**src/rtl/sar_avg_pkg.sv**
```systemverilog
// Shared definitions for the post-SAR averaging block: SFR strobe map,
// AVGCTL bit positions, datapath widths and small arithmetic helpers.
package sar_avg_pkg;

    localparam int ACC_W = 13;
    localparam int CNT_W = 3;
    localparam int V_W   = 10;

    // AVGCTL bit positions
    localparam int CTL_CLR     = 0;
    localparam int CTL_NAVG_LO = 1;
    localparam int CTL_NAVG_HI = 2;
    localparam int CTL_EN      = 3;

    // SFR write strobe index map
    localparam int WR_AVGCTL = 0;
    localparam int WR_WINLO  = 1;
    localparam int WR_WINHI  = 2;
    localparam int WR_AVGSTA = 3;

    // Count value of the report that completes a block of 2^navg reports.
    function automatic logic [CNT_W-1:0] cnt_last(input logic [1:0] navg);
        case (navg)
            2'd0:    cnt_last = 3'd0;
            2'd1:    cnt_last = 3'd1;
            2'd2:    cnt_last = 3'd3;
            2'd3:    cnt_last = 3'd7;
            default: cnt_last = 3'd7;
        endcase
    endfunction

    // Round-half-up divide by 2^navg; the 13-bit sum leaves headroom for the
    // rounding constant, so the shifted result always fits in 10 bits.
    function automatic logic [V_W-1:0] round_avg(input logic [ACC_W-1:0] sum,
                                                  input logic [1:0]       navg);
        case (navg)
            2'd0:    round_avg = 10'(sum);
            2'd1:    round_avg = 10'((sum + 13'd1) >> 1);
            2'd2:    round_avg = 10'((sum + 13'd2) >> 2);
            2'd3:    round_avg = 10'((sum + 13'd4) >> 3);
            default: round_avg = 10'(sum);
        endcase
    endfunction

endpackage

```
**src/rtl/sar_avg_win.sv**
```systemverilog
// Window comparator with sticky, write-one-to-clear status bits.
// Present only in builds with SAR_AVG_WINDOW_EN defined. The status bit is
// set from the next-state average so it rises on the same edge as o_avg_vld.
module sar_avg_win
    import sar_avg_pkg::*;
#(
    parameter int BIT_PTR = 5,
    parameter int N_STA   = 8
) (
    input  logic               clk,
    input  logic               srst,
    input  logic               wr_lo_i,
    input  logic               wr_hi_i,
    input  logic               wr_sta_i,
    input  logic [7:0]         wdat_i,
    input  logic               avg_vld_i,
    input  logic [BIT_PTR-1:0] avg_ch_i,
    input  logic [V_W-1:0]     avg_v_i,
    output logic [7:0]         winlo_o,
    output logic [7:0]         winhi_o,
    output logic [N_STA-1:0]   sta_o,
    output logic               intr_o
);

    logic [7:0]       winlo_q;
    logic [7:0]       winhi_q;
    logic [N_STA-1:0] sta_q;
    logic [N_STA-1:0] sta_d;
    logic [N_STA-1:0] set_s;
    logic [N_STA-1:0] clr_s;
    logic             out_s;
    logic             unused_s;

    assign unused_s = ^avg_v_i[1:0];

    // Out-of-window detect on the new average and status next-state (set wins)
    always_comb begin
        out_s = (avg_v_i[9:2] < winlo_q) || (avg_v_i[9:2] > winhi_q);
        set_s = {N_STA{1'b0}};
        for (int i = 0; i < N_STA; i++) begin
            if (avg_vld_i && out_s && (avg_ch_i == BIT_PTR'(i))) begin
                set_s[i] = 1'b1;
            end else begin
                set_s[i] = 1'b0;
            end
        end
        if (wr_sta_i) begin
            clr_s = wdat_i[N_STA-1:0];
        end else begin
            clr_s = {N_STA{1'b0}};
        end
        sta_d = (sta_q & ~clr_s) | set_s;
    end

    // Window threshold registers and sticky status
    always_ff @(posedge clk) begin
        if (srst) begin
            winlo_q <= 8'h00;
            winhi_q <= 8'hff;
            sta_q   <= {N_STA{1'b0}};
        end else begin
            winlo_q <= wr_lo_i ? wdat_i : winlo_q;
            winhi_q <= wr_hi_i ? wdat_i : winhi_q;
            sta_q   <= sta_d;
        end
    end

    assign winlo_o = winlo_q;
    assign winhi_o = winhi_q;
    assign sta_o   = sta_q;
    assign intr_o  = |sta_q;

endmodule

```
**src/rtl/sar_avg.sv**
```systemverilog
// Post-SAR averaging stage: per-channel accumulate of 2^navg reports and a
// rounded 10-bit average. Optional window compare/status is enabled with the
// SAR_AVG_WINDOW_EN macro; without it WINLO/WINHI/AVGSTA read as zero.
module sar_avg
    import sar_avg_pkg::*;
#(
    parameter int BIT_PTR = 5,
    parameter int N_CHNL  = 18,
    parameter int N_STA   = 8
) (
    input  logic               clk,
    input  logic               srst,
    input  logic               i_rpt_vld,
    input  logic [BIT_PTR-1:0] i_rpt_ch,
    input  logic [V_W-1:0]     i_rpt_v,
    input  logic [3:0]         r_wr,
    input  logic [7:0]         r_wdat,
    output logic [7:0]         o_avgctl,
    output logic [7:0]         o_winlo,
    output logic [7:0]         o_winhi,
    output logic [N_STA-1:0]   o_avgsta,
    output logic               o_avg_vld,
    output logic [BIT_PTR-1:0] o_avg_ch,
    output logic [V_W-1:0]     o_avg_v,
    output logic               o_intr
);

    logic [ACC_W-1:0]   acc_q [N_CHNL];
    logic [CNT_W-1:0]   cnt_q [N_CHNL];
    logic [1:0]         navg_q;
    logic               en_q;
    logic               avg_vld_q;
    logic [BIT_PTR-1:0] avg_ch_q;
    logic [V_W-1:0]     avg_v_q;

    logic               avg_vld_d;
    logic [BIT_PTR-1:0] avg_ch_d;
    logic [V_W-1:0]     avg_v_d;

    logic               ctl_wr_s;
    logic               ch_ok_s;
    logic               accept_s;
    logic [ACC_W-1:0]   acc_sel_s;
    logic [CNT_W-1:0]   cnt_sel_s;
    logic [ACC_W-1:0]   sum_s;
    logic               last_s;

    // A control write clears all accumulators, so a coincident report is dropped.
    assign ctl_wr_s = r_wr[WR_AVGCTL];
    assign ch_ok_s  = (i_rpt_ch < BIT_PTR'(N_CHNL));
    assign accept_s = i_rpt_vld && en_q && ch_ok_s && !ctl_wr_s;

    // Select the addressed channel's accumulator and compute the new average
    always_comb begin
        acc_sel_s = {ACC_W{1'b0}};
        cnt_sel_s = {CNT_W{1'b0}};
        for (int i = 0; i < N_CHNL; i++) begin
            if (i_rpt_ch == BIT_PTR'(i)) begin
                acc_sel_s = acc_q[i];
                cnt_sel_s = cnt_q[i];
            end else begin
                acc_sel_s = acc_sel_s;
                cnt_sel_s = cnt_sel_s;
            end
        end
        sum_s     = acc_sel_s + ACC_W'(i_rpt_v);
        last_s    = (cnt_sel_s == cnt_last(navg_q));
        avg_vld_d = accept_s && last_s;
        if (avg_vld_d) begin
            avg_ch_d = i_rpt_ch;
            avg_v_d  = round_avg(sum_s, navg_q);
        end else begin
            avg_ch_d = avg_ch_q;
            avg_v_d  = avg_v_q;
        end
    end

    // AVGCTL register; the clr bit has no storage since every write clears
    always_ff @(posedge clk) begin
        if (srst) begin
            navg_q <= 2'd0;
            en_q   <= 1'b0;
        end else if (ctl_wr_s) begin
            navg_q <= r_wdat[CTL_NAVG_HI:CTL_NAVG_LO];
            en_q   <= r_wdat[CTL_EN];
        end else begin
            navg_q <= navg_q;
            en_q   <= en_q;
        end
    end

    // Per-channel accumulator bank, single-cycle read-modify-write
    always_ff @(posedge clk) begin
        for (int i = 0; i < N_CHNL; i++) begin
            if (srst || ctl_wr_s) begin
                acc_q[i] <= {ACC_W{1'b0}};
                cnt_q[i] <= {CNT_W{1'b0}};
            end else if (accept_s && (i_rpt_ch == BIT_PTR'(i))) begin
                if (last_s) begin
                    acc_q[i] <= {ACC_W{1'b0}};
                    cnt_q[i] <= {CNT_W{1'b0}};
                end else begin
                    acc_q[i] <= sum_s;
                    cnt_q[i] <= cnt_q[i] + 3'd1;
                end
            end else begin
                acc_q[i] <= acc_q[i];
                cnt_q[i] <= cnt_q[i];
            end
        end
    end

    // Registered average outputs
    always_ff @(posedge clk) begin
        if (srst) begin
            avg_vld_q <= 1'b0;
            avg_ch_q  <= {BIT_PTR{1'b0}};
            avg_v_q   <= {V_W{1'b0}};
        end else begin
            avg_vld_q <= avg_vld_d;
            avg_ch_q  <= avg_ch_d;
            avg_v_q   <= avg_v_d;
        end
    end

    assign o_avgctl  = {5'd0, en_q, navg_q};
    assign o_avg_vld = avg_vld_q;
    assign o_avg_ch  = avg_ch_q;
    assign o_avg_v   = avg_v_q;

`ifdef SAR_AVG_WINDOW_EN
    sar_avg_win #(
        .BIT_PTR (BIT_PTR),
        .N_STA   (N_STA)
    ) u_win (
        .clk       (clk),
        .srst      (srst),
        .wr_lo_i   (r_wr[WR_WINLO]),
        .wr_hi_i   (r_wr[WR_WINHI]),
        .wr_sta_i  (r_wr[WR_AVGSTA]),
        .wdat_i    (r_wdat),
        .avg_vld_i (avg_vld_d),
        .avg_ch_i  (avg_ch_d),
        .avg_v_i   (avg_v_d),
        .winlo_o   (o_winlo),
        .winhi_o   (o_winhi),
        .sta_o     (o_avgsta),
        .intr_o    (o_intr)
    );
`else
    logic unused_s;

    assign unused_s = ^{r_wr[WR_AVGSTA:WR_WINLO], r_wdat[7:4], r_wdat[CTL_CLR]};
    assign o_winlo  = 8'h00;
    assign o_winhi  = 8'h00;
    assign o_avgsta = {N_STA{1'b0}};
    assign o_intr   = 1'b0;
`endif

endmodule

```
**config.mk**
```make
export PLATFORM = sky130hd
export DESIGN_NAME = sar_avg
export DESIGN_NICKNAME = d
export VERILOG_FILES = /design/src/rtl/sar_avg_pkg.sv /design/src/rtl/sar_avg_win.sv /design/src/rtl/sar_avg.sv
export SDC_FILE = /design/constraint.sdc
export NUM_CORES = 1
export LEC_CHECK = 0
export ABC_AREA = 1
export ABC_CLOCK_PERIOD_IN_PS = 15200
export CAP_MARGIN = 0
export CORE_ASPECT_RATIO = 0.7
export CORE_MARGIN = 1.5
export CORE_UTILIZATION = 37
export DETAILED_ROUTE_END_ITERATION = 7
export GPL_TIMING_DRIVEN = 0
export SLEW_MARGIN = 0
export SYNTH_ARGS = -nofsm -noshare
export SYNTH_HDL_FRONTEND = slang
export SYNTH_SLANG_ARGS = --single-unit
export TNS_END_PERCENT = 10
```
**constraint.sdc**
```tcl
create_clock -name clk -period 15.2 [get_ports clk]
set_input_delay 3.04 -clock clk [delete_from_list [all_inputs] [get_ports clk]]
set_output_delay 3.04 -clock clk [all_outputs]
set_load 0.01 [all_outputs]
```
==> results.cfg <==
[die]
die_h_um = 170
io_pins = 79
initial_core_util_pct = 37.4
rows = 61
die_area_mm2 = 0.0412
coreArea_mm2 = 0.0395
die_x_um = 242

[critical_path]
crit_required_ns = 15.61
cp.buffers_inverters = 7
cp_max_fo = 10
slowest_stage = a221oi_1
cp_top_family = compound AO/OA/AOI/OAI gates
critical_path.endpoint_type = register
critical_path_class = in2reg
slowest_delay_ns = 0.70
start_kind = input port
critical_path_arrival_ns = 10.49

[placed_design]
pre_cts_slack_ns = 4.83
dp_hpwl_um = 29000
dpl_cell_area_mm2 = 0.0161
numPortBuffers = 40
place_inst = 2108
place_congestion = 0.864

[clock_tree]
post_cts_resized = 0
cts-root-buf = clkbuf_16
clock_sinks = 307
cts_hold_buffers = 0
cts_buffers = 34
htreeDepth = 2
cts_setup_buffers = 0
cts_tree = yes
clk_pin_slew_ns = 0.06
clock_latency_ns = 0.53
cts_buffer_depth = 3

[grt]
antenna_found_initial = 0
grt_pass1_wl_um = 60800
gr-total-overflow = 0
grtUsageTotal_pct = 19.6
grt_pass1_vias = 10300
grt_max_degree = 17

[timing]
max_freq_ghz = 0.0992
setup_violations = 0
maxSlewHeadroom_pct = 1.05
rsz0062_at_grt = false
maxSlewViolCount = 0
finalCritPeriodShare_pct = 66.3
tns_ns = 0
hold_violations = 0
final.setup.worst_slack_ns = 5.12
period_needed_ns = 10.08
fin_skew_ns = 0.0158
worstMarginPinSlew_ns = 1.48

[detailed_routing]
dr.pass1.iters = 5
vias = 11000
drt-total-wl_um = 40300
wl_per_cell_um = 18.6
first_iter_violations = 1139
drcViolationCount = 0
antenna_left = 0
vias_per_cell = 5.09

[synthesis]
synth_top_area_cell = edfxtp_1
synth.top_cell.area_share_pct = 58.5
ys.flop_type = edfxtp_1
synth.most_common_cell = nor2_1
syn_area_mm2 = 0.0148
async_flop_share_pct = 0
seq_area_frac_synth_pct = 61.1
yosys_warnings = 0
ys_ff_latch = 307
yosys-top-cells-count = 369 x nor2_1, 288 x edfxtp_1, 254 x nand2_1
syn_inst = 1492
yosysUniqueCellTypes = 42
avgSynthCellArea_um2 = 9.91
ys_top_cells_by_area = edfxtp_1 58%, nor2_1 9.4%, nand2_1 6.4%
synth_edf_count = 288

[run_status]
outcome = finished with violations
violations = max-capacitance violations

[cells_and_area]
fin_cells = 2167
finalInstanceArea_mm2 = 0.0171
drive_gt1_share_pct = 9.56
syn_to_final_growth_pct = 15.7
nFillCells = 3801
layout.nets = 1671
insertedDiodeCount = 0
utilization_pct = 43.3

[run]
maxCapViolations = 1

[power_and_ir_drop]
p_leak_nw = 6.88
peakVddDrop_v = 0.0000564
power.density_mw_per_mm2 = 114

[worst_hold_path]
hold_class = reg2reg
-- routing by layer --
layer	global-route usage [%]	wire length, um	vias to the layer above
met3	6.58	4270	57
met5	0	0	-
met4	4.46	655	0
met1	28.1	18600	5312
met2	28.5	16800	419
li1	-	-	5235
-- registers in the layout, summed over array words and instances, names as in the netlist --
register,cells
acc_q,234
cnt_q,54
o_avg_v,10
o_avg_ch,5
navg_q,2
en_q,1
o_avg_vld,1
-- worst reg2reg max path, delay by kind of cell, from the launching register on --
family | cells | cell delay (ns)
AND/OR/NAND/NOR | 14 | 2.10
AO/OA/AOI/OAI | 11 | 2.73
buffers and inverters | 4 | 0.68
adder cells (fa/ha/maj) | 2 | 0.38
flip-flops | 1 | 0.36
-- final cells by class --
class / count / area [um2] / area share [%]
plain buffers: 100 / 542 / 3.17
multi-input cells: 1012 / 4970 / 29.1
flip-flops and latches: 307 / 9030 / 52.8
clock inverters: 17 / 81.3 / 0.475
inverters: 102 / 383 / 2.24
well taps: 535 / 669 / 3.91
repair buffers: 52 / 528 / 3.09
clock buffers: 42 / 902 / 5.27
-- power by group --
| group | switching [W] | leakage (nW) | internal, W |
|---|---|---|---|
| clock network | 0.000336 | 0.484 | 0.000421 |
| registers | 0.0000116 | 3.36 | 0.000954 |
| logic | 0.000175 | 3.03 | 0.0000567 |
| total | 0.000523 | 6.88 | 0.00143 |
-- cells by family (layout without fill, tap and decap cells) --
group / count (synthesis) / in the layout / synth area share, %
AOI/OAI and AO/OA: 160 / 160 / 6.41
xor gates and xnor gates: 22 / 22 / 1.30
adders and majority gates: 32 / 32 / 2.76
buffers and inverters: 202 / 313 / 6.25
DFF: 307 / 307 / 61.1
other: 1 / 30 / 0.0254
and+or+nand+nor: 768 / 768 / 22.2
-- path summary, 6_finish.rpt --
path / start / to / slack, ns / cells past startpoint
hold / removal: o_avg_v[9]$_SDFFE_PP0P_ / o_avg_v[9]$_SDFFE_PP0P_ / 0.47 / 2
setup / recovery: i_rpt_ch[4] / o_avg_v[6]$_SDFFE_PP0P_ / 5.12 / 36
hold reg to reg: o_avg_v[9]$_SDFFE_PP0P_ / o_avg_v[9]$_SDFFE_PP0P_ / 0.47 / 2
setup reg to reg: acc_q[1][0]$_SDFFCE_PN0P_ / o_avg_v[6]$_SDFFE_PP0P_ / 8.84 / 31
-- stage by stage --
stage | hold WS (ns) | total power (W)
after floorplan | 0.456 | 0.00112
after global placement | 0.457 | 0.00121
after detailed placement | 0.459 | 0.00121
after CTS | 0.468 | 0.00196
after global routing | 0.493 | 0.00202
final | 0.466 | 0.00195
-- cell usage in the layout (no fill, tap or decap), types with 2 or more instances in the layout --
cell type and n:
ha_1 31, or2_2 9, o21ai_0 51, a41oi_1 2, clkinv_2 7, nand3_4 10
a221o_1 2, buf_4 34, clkbuf_16 35, nand2_2 3, nand2_1 254, o21ai_1 12
xnor2_1 20, nand4_1 37, buf_1 5, o21bai_1 2, or2_0 2, nor2_1 369
clkbuf_1 50, o22ai_1 5, a221oi_1 25, edfxtp_1 288, conb_1 30, clkinv_1 11
nand3_1 64, xor2_1 2, buf_2 18, dfxtp_1 19, inv_2 3, inv_1 96
o21ai_2 3, buf_6 11, nor2_2 17, a21oi_1 51, clkdlybuf4s50_1 40
(Power assumes the default switching activity.)
